===== src/rtl/half_vector_chunk_sender.sv =====
// Transmit side of the fixed-vector dot-product interface: buffers one A vector and a
// ping-pong pair of B vectors, then shifts A into the dot unit and streams B, MULTS elements per cycle.
module half_vector_chunk_sender #(
    parameter int unsigned BITS   = 16,
    parameter int unsigned LENGTH = 10,
    parameter int unsigned MULTS  = 2
) (
    input  logic                             clk,
    input  logic                             rst,
    input  logic                             wr_en,
    input  logic                             wr_sel,
    input  logic [$clog2(LENGTH)-1:0]        wr_addr,
    input  logic [BITS-1:0]                  wr_data,
    input  logic                             start_load,
    input  logic                             start_stream,
    output logic                             busy,
    output logic                             done,
    output logic                             wr_err,
    output logic                             load_a,
    output logic [MULTS-1:0][BITS-1:0]       vector_a_in,
    output logic                             in_valid,
    output logic [MULTS-1:0][BITS-1:0]       vector_b
);

    localparam int unsigned CHUNKS = LENGTH / MULTS;
    localparam int unsigned AW     = $clog2(LENGTH);
    localparam int unsigned CW     = (CHUNKS > 1) ? $clog2(CHUNKS) : 1;
    localparam logic [CW-1:0] LAST = CW'(CHUNKS - 1);

    if (LENGTH % MULTS != 0) begin : g_len_check
        $error("LENGTH must be a multiple of MULTS");
    end

    typedef enum logic [1:0] {IDLE, LOAD, STREAM} state_t;
    typedef logic [MULTS-1:0][BITS-1:0] chunk_t;

    logic [BITS-1:0] a_mem [LENGTH];
    logic [BITS-1:0] b_mem [2][LENGTH];

    state_t         state;
    logic [CW-1:0]  idx;
    logic           rd;
    logic           pending;
    logic           addr_ok;
    logic           a_blocked;
    logic           wr_accept;
    logic [CW-1:0]  a_sel;
    logic [CW-1:0]  b_sel;
    chunk_t         a_chunk;
    chunk_t         b_chunk;

    // Write qualification: out-of-range addresses and A writes during LOAD are dropped
    assign addr_ok   = {1'b0, wr_addr} < (AW + 1)'(LENGTH);
    assign a_blocked = !wr_sel && (state == LOAD);
    assign wr_accept = wr_en && addr_ok && !a_blocked;

    // Element RAM; B writes always go to the bank not being read
    always_ff @(posedge clk) begin
        if (wr_accept) begin
            if (wr_sel) b_mem[~rd][wr_addr] <= wr_data;
            else        a_mem[wr_addr]      <= wr_data;
        end
    end

    // Chunk to be registered onto the outputs at the coming edge
    always_comb begin
        a_sel = (state == LOAD)   ? idx - CW'(1) : LAST;
        b_sel = (state == STREAM) ? idx + CW'(1) : '0;
        for (int j = 0; j < int'(MULTS); j++) begin
            a_chunk[j] = a_mem[AW'(int'(a_sel) * int'(MULTS) + j)];
            b_chunk[j] = b_mem[rd][AW'(int'(b_sel) * int'(MULTS) + j)];
        end
    end

    // Sequencer: A goes out last chunk first so the receiver's upward shift lands A[k] in slot k
    always_ff @(posedge clk) begin
        if (rst) begin
            state       <= IDLE;
            idx         <= '0;
            rd          <= 1'b0;
            pending     <= 1'b0;
            busy        <= 1'b0;
            done        <= 1'b0;
            wr_err      <= 1'b0;
            load_a      <= 1'b0;
            in_valid    <= 1'b0;
            vector_a_in <= '0;
            vector_b    <= '0;
        end else begin
            done     <= 1'b0;
            load_a   <= 1'b0;
            in_valid <= 1'b0;
            wr_err   <= wr_en && !wr_accept;
            case (state)
                IDLE: begin
                    if (start_load) begin
                        state       <= LOAD;
                        busy        <= 1'b1;
                        idx         <= LAST;
                        pending     <= start_stream;
                        load_a      <= 1'b1;
                        vector_a_in <= a_chunk;
                    end else if (start_stream) begin
                        state    <= STREAM;
                        busy     <= 1'b1;
                        idx      <= '0;
                        in_valid <= 1'b1;
                        vector_b <= b_chunk;
                    end
                end
                LOAD: begin
                    if (idx == '0) begin
                        if (pending) begin
                            state    <= STREAM;
                            pending  <= 1'b0;
                            idx      <= '0;
                            in_valid <= 1'b1;
                            vector_b <= b_chunk;
                        end else begin
                            state <= IDLE;
                            busy  <= 1'b0;
                        end
                    end else begin
                        idx         <= a_sel;
                        load_a      <= 1'b1;
                        vector_a_in <= a_chunk;
                    end
                end
                STREAM: begin
                    if (idx == LAST) begin
                        state <= IDLE;
                        busy  <= 1'b0;
                        done  <= 1'b1;
                        rd    <= ~rd;
                    end else begin
                        idx      <= b_sel;
                        in_valid <= 1'b1;
                        vector_b <= b_chunk;
                    end
                end
                default: begin
                    state <= IDLE;
                    busy  <= 1'b0;
                end
            endcase
        end
    end

endmodule

===== config.mk =====
export PLATFORM = sky130hd
export DESIGN_NAME = half_vector_chunk_sender
export DESIGN_NICKNAME = d
export VERILOG_FILES = /design/src/rtl/half_vector_chunk_sender.sv
export SDC_FILE = /design/constraint.sdc
export NUM_CORES = 1
export LEC_CHECK = 0
export CAP_MARGIN = 0
export CORE_MARGIN = 2
export CORE_UTILIZATION = 35
export CTS_CLUSTER_SIZE = 20
export DETAILED_ROUTE_END_ITERATION = 16
export MAX_ROUTING_LAYER = met4
export PLACE_DENSITY_LB_ADDON = 0.05
export SLEW_MARGIN = 20
export SYNTH_ARGS = -nofsm -noshare
export SYNTH_HDL_FRONTEND = slang
export SYNTH_SLANG_ARGS = --single-unit

===== constraint.sdc =====
create_clock -name clk -period 4.7 [get_ports clk]
set_input_delay 1.175 -clock clk [delete_from_list [all_inputs] [get_ports clk]]
set_output_delay 1.175 -clock clk [all_outputs]
set_load 0.01 [all_outputs]

* Yosys cells after proc, flatten, opt, wreduce, memory -nomap -nowiden *
Memory sizes are Yosys's and may differ from the RTL's. A register that Yosys moved wholly into a read port is not among the register bits.
Index checks and enable logic that the tools add are counted.

word-level totals
  input port bits = 26
  word-level logic and storage cells = 121
  bits in writable memories = 480
  memories kept = 2
  output and inout port bits = 69
  bits in registers = 76

memories
  name   words  width  read ports  clocked after Yosys merged registers in  write ports  line  RTL
  b_mem  2      160    1           1                                        1            38    logic [BITS-1:0] b_mem [2][LENGTH];
  a_mem  10     16     2           0                                        1            37    logic [BITS-1:0] a_mem [LENGTH];

cells by class
  muxes and demuxes = 58
  bitwise operators = 5
  reductions and logical operators = 20
  equality and inequality tests = 14
  magnitude comparators = 5
  $add $sub $neg = 4

operators by type and width
  kind                                                                    number
  32-bit two-way mux                                                      7
  160-bit two-way mux                                                     1
  16-bit binary-select mux with 4-bit select                              2
  32-bit one-hot mux with 3 select lines                                  1
  16-bit two-way mux                                                      5
  16-bit demux with 4-bit select                                          1
  32-bit one-hot mux with 2 select lines                                  1
  1-bit two-way mux                                                       22
  3-bit two-way mux                                                       7
  2-bit != test (second input constant)                                   7
  4-bit by 5-bit >= comparator with 1-bit output (second input constant)  2
  2-bit two-way mux                                                       5
  3-bit one-hot mux with 3 select lines                                   1
  3-bit AND reduction                                                     3
  4-bit by 1-bit adder with 4-bit output (second input constant)          2
  4-bit inverter                                                          2
  4-bit AND reduction                                                     2
  3-bit != test (second input constant)                                   2
  1-bit one-hot mux with 3 select lines                                   2
  2-bit one-hot mux with 3 select lines                                   1
  6-bit AND reduction                                                     1
  5-bit >= comparator (second input constant)                             1
  1-bit logical AND                                                       5
  5-bit by 1-bit < comparator with 1-bit output (second input constant)   1
  other kinds (17)                                                        22

* Depth between registers and ports, before layout *
  depth in word-level cells = 10
  gate-level depth with buffers = 11
  depth with buffers taken out = 6

* Least setup slack after synthesis *
OpenSTA, ideal clock, no wires.

  kind = input to register
  start = input wr_addr[0]
  end = memory a_mem[8][0], enable pin
  buffers on the path = 1
  stages on the path = 4
  setup time = 388 ps
  arrival time = 2674 ps
  slack = 1638 ps
  path through = or2_1 clkbuf_1 or3b_1 nor2_1

between the ends
  longest elaborated chain between the ends = 5

ends and longest elaborated chain
  what                                     line  RTL
  from (decl)                              12    input logic [$clog2(LENGTH)-1:0] wr_addr,
  4-bit < comparator                       53    assign addr_ok = {1'b0, wr_addr} < (AW + 1)'(LENGTH);
  1-bit logical AND (2 in series)          55    assign wr_accept = wr_en && addr_ok && !a_blocked;
  1-bit two-way mux                        59    if (wr_accept) begin
  1-bit two-way mux (not written as such)  61    else a_mem[wr_addr] <= wr_data;
  to (decl)                                37

Parallel ways exist; a longest one is shown, timed or not.

* Worst setup path in the final report *
  start = input wr_addr[1]
  end = memory b_mem[1][17] in the netlist's numbering, enable pin

between the ends
  longest elaborated chain between the ends = 6

ends and longest elaborated chain
  what                                                                                                               line  RTL
  4-bit inverter with 5-bit output                                                                                   60    if (wr_sel) b_mem[~rd][wr_addr] <= wr_data;
  5-bit >= comparator (not written as such) / 5-bit by 1-bit < comparator with 1-bit output (equally long branches)  60
  1-bit logical AND (not written as such)                                                                            60
  16-bit two-way mux (not written as such)                                                                           60
  16-bit demux with 4-bit select                                                                                     60
  160-bit two-way mux (not written as such) *                                                                        60
  to (decl)                                                                                                          38

Every way passes the cells marked *; elsewhere a longest branch is shown, timed or not.

==> results.txt <==
The tools report the number of H-tree levels as 2. The width of the die came out at 254 um. The critical path goes through clkdlybuf4s50_1, or2_1, or3b_1, nor2_2. By area the synthesized netlist is led by sky130_fd_sc_hd__edfxtp_1 (66%), sky130_fd_sc_hd__dfxtp_1 (7.1%), sky130_fd_sc_hd__mux2i_1 (6.7%).

The synthesis warning total is 0. Of the available clock period, the critical path in the final layout requires 64.5%. The quantity of gates resized following cts is 0.

The maximum fanout along the worst path was 16. During placement, the flow inserted port buffers numbering 94. The transition at the pin with the smallest max-transition slack works out to 1030 ps. Setup repair after global routing left no endpoint under its margin. For the synthesized instance count, the log shows 1375. For this design the top-level I/O count stands at 95. The overflow left after global routing was 0; the share of post-route cells with drive strength above 1 was 14.6%. The adder and majority cell fraction of the synthesized area is 0.402%, and the data arrival time of the critical path is 3260 ps. The synthesized design spends more area on one cell type than any other, namely sky130_fd_sc_hd__edfxtp_1.

The number of nets in the synthesized netlist is 1408. The logs give 70 for the maximum number of pins on one net before global-route repair and 21800 um^2 for the area of the mapped netlist. The number of clock buffers inserted by TritonCTS is 60, and the complex-gate fraction of the synthesized area is 9.02%. The die covers 64300 um^2. The number of enable-type register cells in the synthesized netlist was 480; the max-slew violation count was 0. The via count of the first global-routing pass is 11900. Most instantiated library cell after synthesis: sky130_fd_sc_hd__edfxtp_1.

After clock tree synthesis, the clock-pin slew on the worst setup and hold paths is 60 ps. Row generation in the floorplan step produced 91 rows. The logs give 1 for the initial antenna violation count and 0 ps for the accumulated negative setup slack. Data on the critical path is required at its endpoint by 4930 ps. At the placement stage, the worst setup path has a slack of 1050 ps. The number of endpoints with negative hold slack in the final report is 0. After synthesis, flip-flops and latches occupy 73.2% of the total area. In the routed layout, each cell is associated on average with a via count of 4.99.

The number of unique standard cell types used by synthesis was 52; the area growth from synthesis to layout was 18.9%. The largest single stage delay on the critical path is 780 ps. The setup-violating endpoint count in the final report was 0. The run gives 8.12 nW as the total leakage power. The run gives 61600 um^2 as the core box area.

The async set or reset register ratio after synthesis was 0%; the routed wire length was 55600 um. Power spread over the standard cell area amounts to 466 nW/um^2. The cell family contributing the most delay on the critical path is simple AND/OR/NAND/NOR gates. After clock tree synthesis, the flow added hold-fix buffers numbering 0.

The count of nets left with antenna violations once routing finished came out at 0. Worst flop-to-flop path startpoint: idx[0]. Source-to-sink clock delay at the later pin of the worst-skew pair: 610 ps. The initial utilization of the core area, before any placement, comes to 35.4%. The smallest clock period supported by the final layout is computed as 3030 ps. The worst voltage drop across the vdd grid was 0.000288 V; the highest clock rate was 0.330 GHz. After Yosys synthesis, XOR and XNOR cells account for 0.121% of the synthesized area.

The number of buffer and inverter stages on the critical path is 1. Class of the most critical setup path: in -> reg. Of the post-synthesis cell area, the dominant cell type holds 66.1%.

In this run, synthesis produced a sequential element count of 557. By count the netlist is led by sky130_fd_sc_hd__edfxtp_1 (480), sky130_fd_sc_hd__mux2i_1 (147), sky130_fd_sc_hd__nor2_1 (131). The HPWL after detailed placement came out at 31300 um. The synthesized area per cell is 15.9 um^2. The tools report the buffer count from post-CTS setup fixing as 0. In the routed design, unresolved DRC markers number 0. Between clock sinks in the finished design, the worst skew comes to 13.8 ps. Global routing used 2.85% of the available met3 tracks.

TritonCTS built the clock tree. In this run the deepest clock path goes through 3 buffers. STA classifies the critical path startpoint as an input port. In the synthesized netlist, mux cells make up 9.13% of the area. Global routing consumed, on the met1 layer, 24.6% of the routing resources. The first routing iteration left 617 violations.

The tools report the first-pass GRT wire length as 81300 um. STA classifies the critical path endpoint as a flop. Measured against its own limit, the worst slew margin works out to 30.9%. The worst min-delay path class is reg -> reg. At the end of the flow, the number of nets in the layout was 1537.

Global routing consumed, over all layers together, 18.0% of the routing resources. Routability-driven placement finished with a final weighted congestion of 0.773. Summing over every cut layer, the via total after detailed routing is 11900.

The tools report the library cell used as clock root buffer as sky130_fd_sc_hd__clkbuf_16. The combinational family with the most area after synthesis is multiplexers. The clock drives 557 sinks. The critical path starts at wr_addr[1]. After global routing, the most crowded layer is met2. The tool flagged a number of max-cap violations equal to 0. In this run the vertical extent of the chip is 254 um.

The pre-antenna-repair detailed-routing pass consisted of 4 iterations. The basic-gate share of the synthesized area counting and, or, nand and nor cells was 5.67%; the per-cell routed wire length was 23.3 um. Worst-case setup margin in the final layout: 1670 ps.

The most common flop cell mapped by yosys was sky130_fd_sc_hd__edfxtp_1. Among all stages on the critical path, the largest delay is contributed by sky130_fd_sc_hd__nor2_2. The flow ran to the end, and the final reports show no timing, DRC or antenna violations. In this run the most critical hold path is launched from busy. The met2 usage is 28.4%.
==> worst register-to-register path, cell delays in order, from the launching register on <==
cell	delay (ps)
sky130_fd_sc_hd__dfxtp_2	390
sky130_fd_sc_hd__buf_4	640
sky130_fd_sc_hd__nand2b_1	710
sky130_fd_sc_hd__nor3_4	300
sky130_fd_sc_hd__buf_4	390
sky130_fd_sc_hd__nand2_1	220
sky130_fd_sc_hd__a311oi_1	300
==> cell type report <==
type / count / area (um^2)
antenna: 2 / 5.00
clock buffer: 82 / 1740
clock inverter: 29 / 345
fill: 5579 / 35700
inverter: 8 / 30.0
multi-input combinational: 719 / 5320
sequential: 557 / 16000
tap: 837 / 1050
timing repair buffer: 158 / 1460
==> report_power, final <==
part	internal [mW]	switching [mW]
Clock	3.00	1.91
Sequential	5.55	0.146
Combinational	0.630	0.850
Total	9.18	2.90
==> final timing paths <==
check             slack, ps      endpoint  depth (start not counted)
setup reg to reg       1670  vector_b[12]                          6
setup / recovery       1670  b_mem[1][17]                          4
hold reg to reg         480          busy                          2
hold / removal          480          busy                          2
==> kinds of logic after synthesis <==
| kind of cell | count (synthesis) |
|---|---|
| compound gates | 246 |
| xor+xnor | 3 |
| fa+ha+maj | 7 |
| buf+inv | 99 |
| flops | 557 |
| mux | 186 |
| simple gates | 277 |
==> flip-flops by register name, indices dropped and copies added (netlist names), named ones only <==
name	cells
busy	1
state	2
a_mem	160
rd	1
idx	3
wr_err	1
vector_a_in	32
load_a	1
b_mem	320
vector_b	32
pending	1
done	1
in_valid	1
==> per-stage QoR <==
| stage | area, um^2 | std cells | util, % | total power, mW | hold WS, ps |
|---|---|---|---|---|---|
| 2_1_floorplan | 21800 | 1375 | - | 6.59 | 449 |
| 3_3_place_gp | 23800 | 2279 | 38.7 | 7.30 | 477 |
| 3_5_place_dp | 23800 | 2279 | 38.7 | 7.31 | 472 |
| 4_1_cts | 25900 | 2390 | 42.1 | 12.3 | 480 |
| 5_1_grt | 25900 | 2390 | 42.1 | 12.6 | 518 |
| 6_report | 25900 | 2392 | 42.1 | 12.1 | 480 |
==> layout by cell type, fill, tap and decap left out, drive strengths merged, types with 27 or more instances in the layout <==
cell type,count
edfxtp,480
buf,66
nor2,131
clkbuf,82
mux2,32
o22ai,27
dfxtp,77
a211o,32
nand2,76
a21oi,31
nor2b,39
a211oi,35
mux2i,147
a311oi,65
clkdlybuf4s50,92
==> metal layers <==
| metal | wire, um | vias to the layer above | part of all wire, % |
|---|---|---|---|
| met5 | 0 | - | 0 |
| met4 | 996 | 0 | 1.8 |
| li1 | - | 5617 | - |
| met1 | 26600 | 6062 | 48 |
| met3 | 1930 | 66 | 3.5 |
| met2 | 26100 | 185 | 47 |
Power figures use the tool's default switching activity.
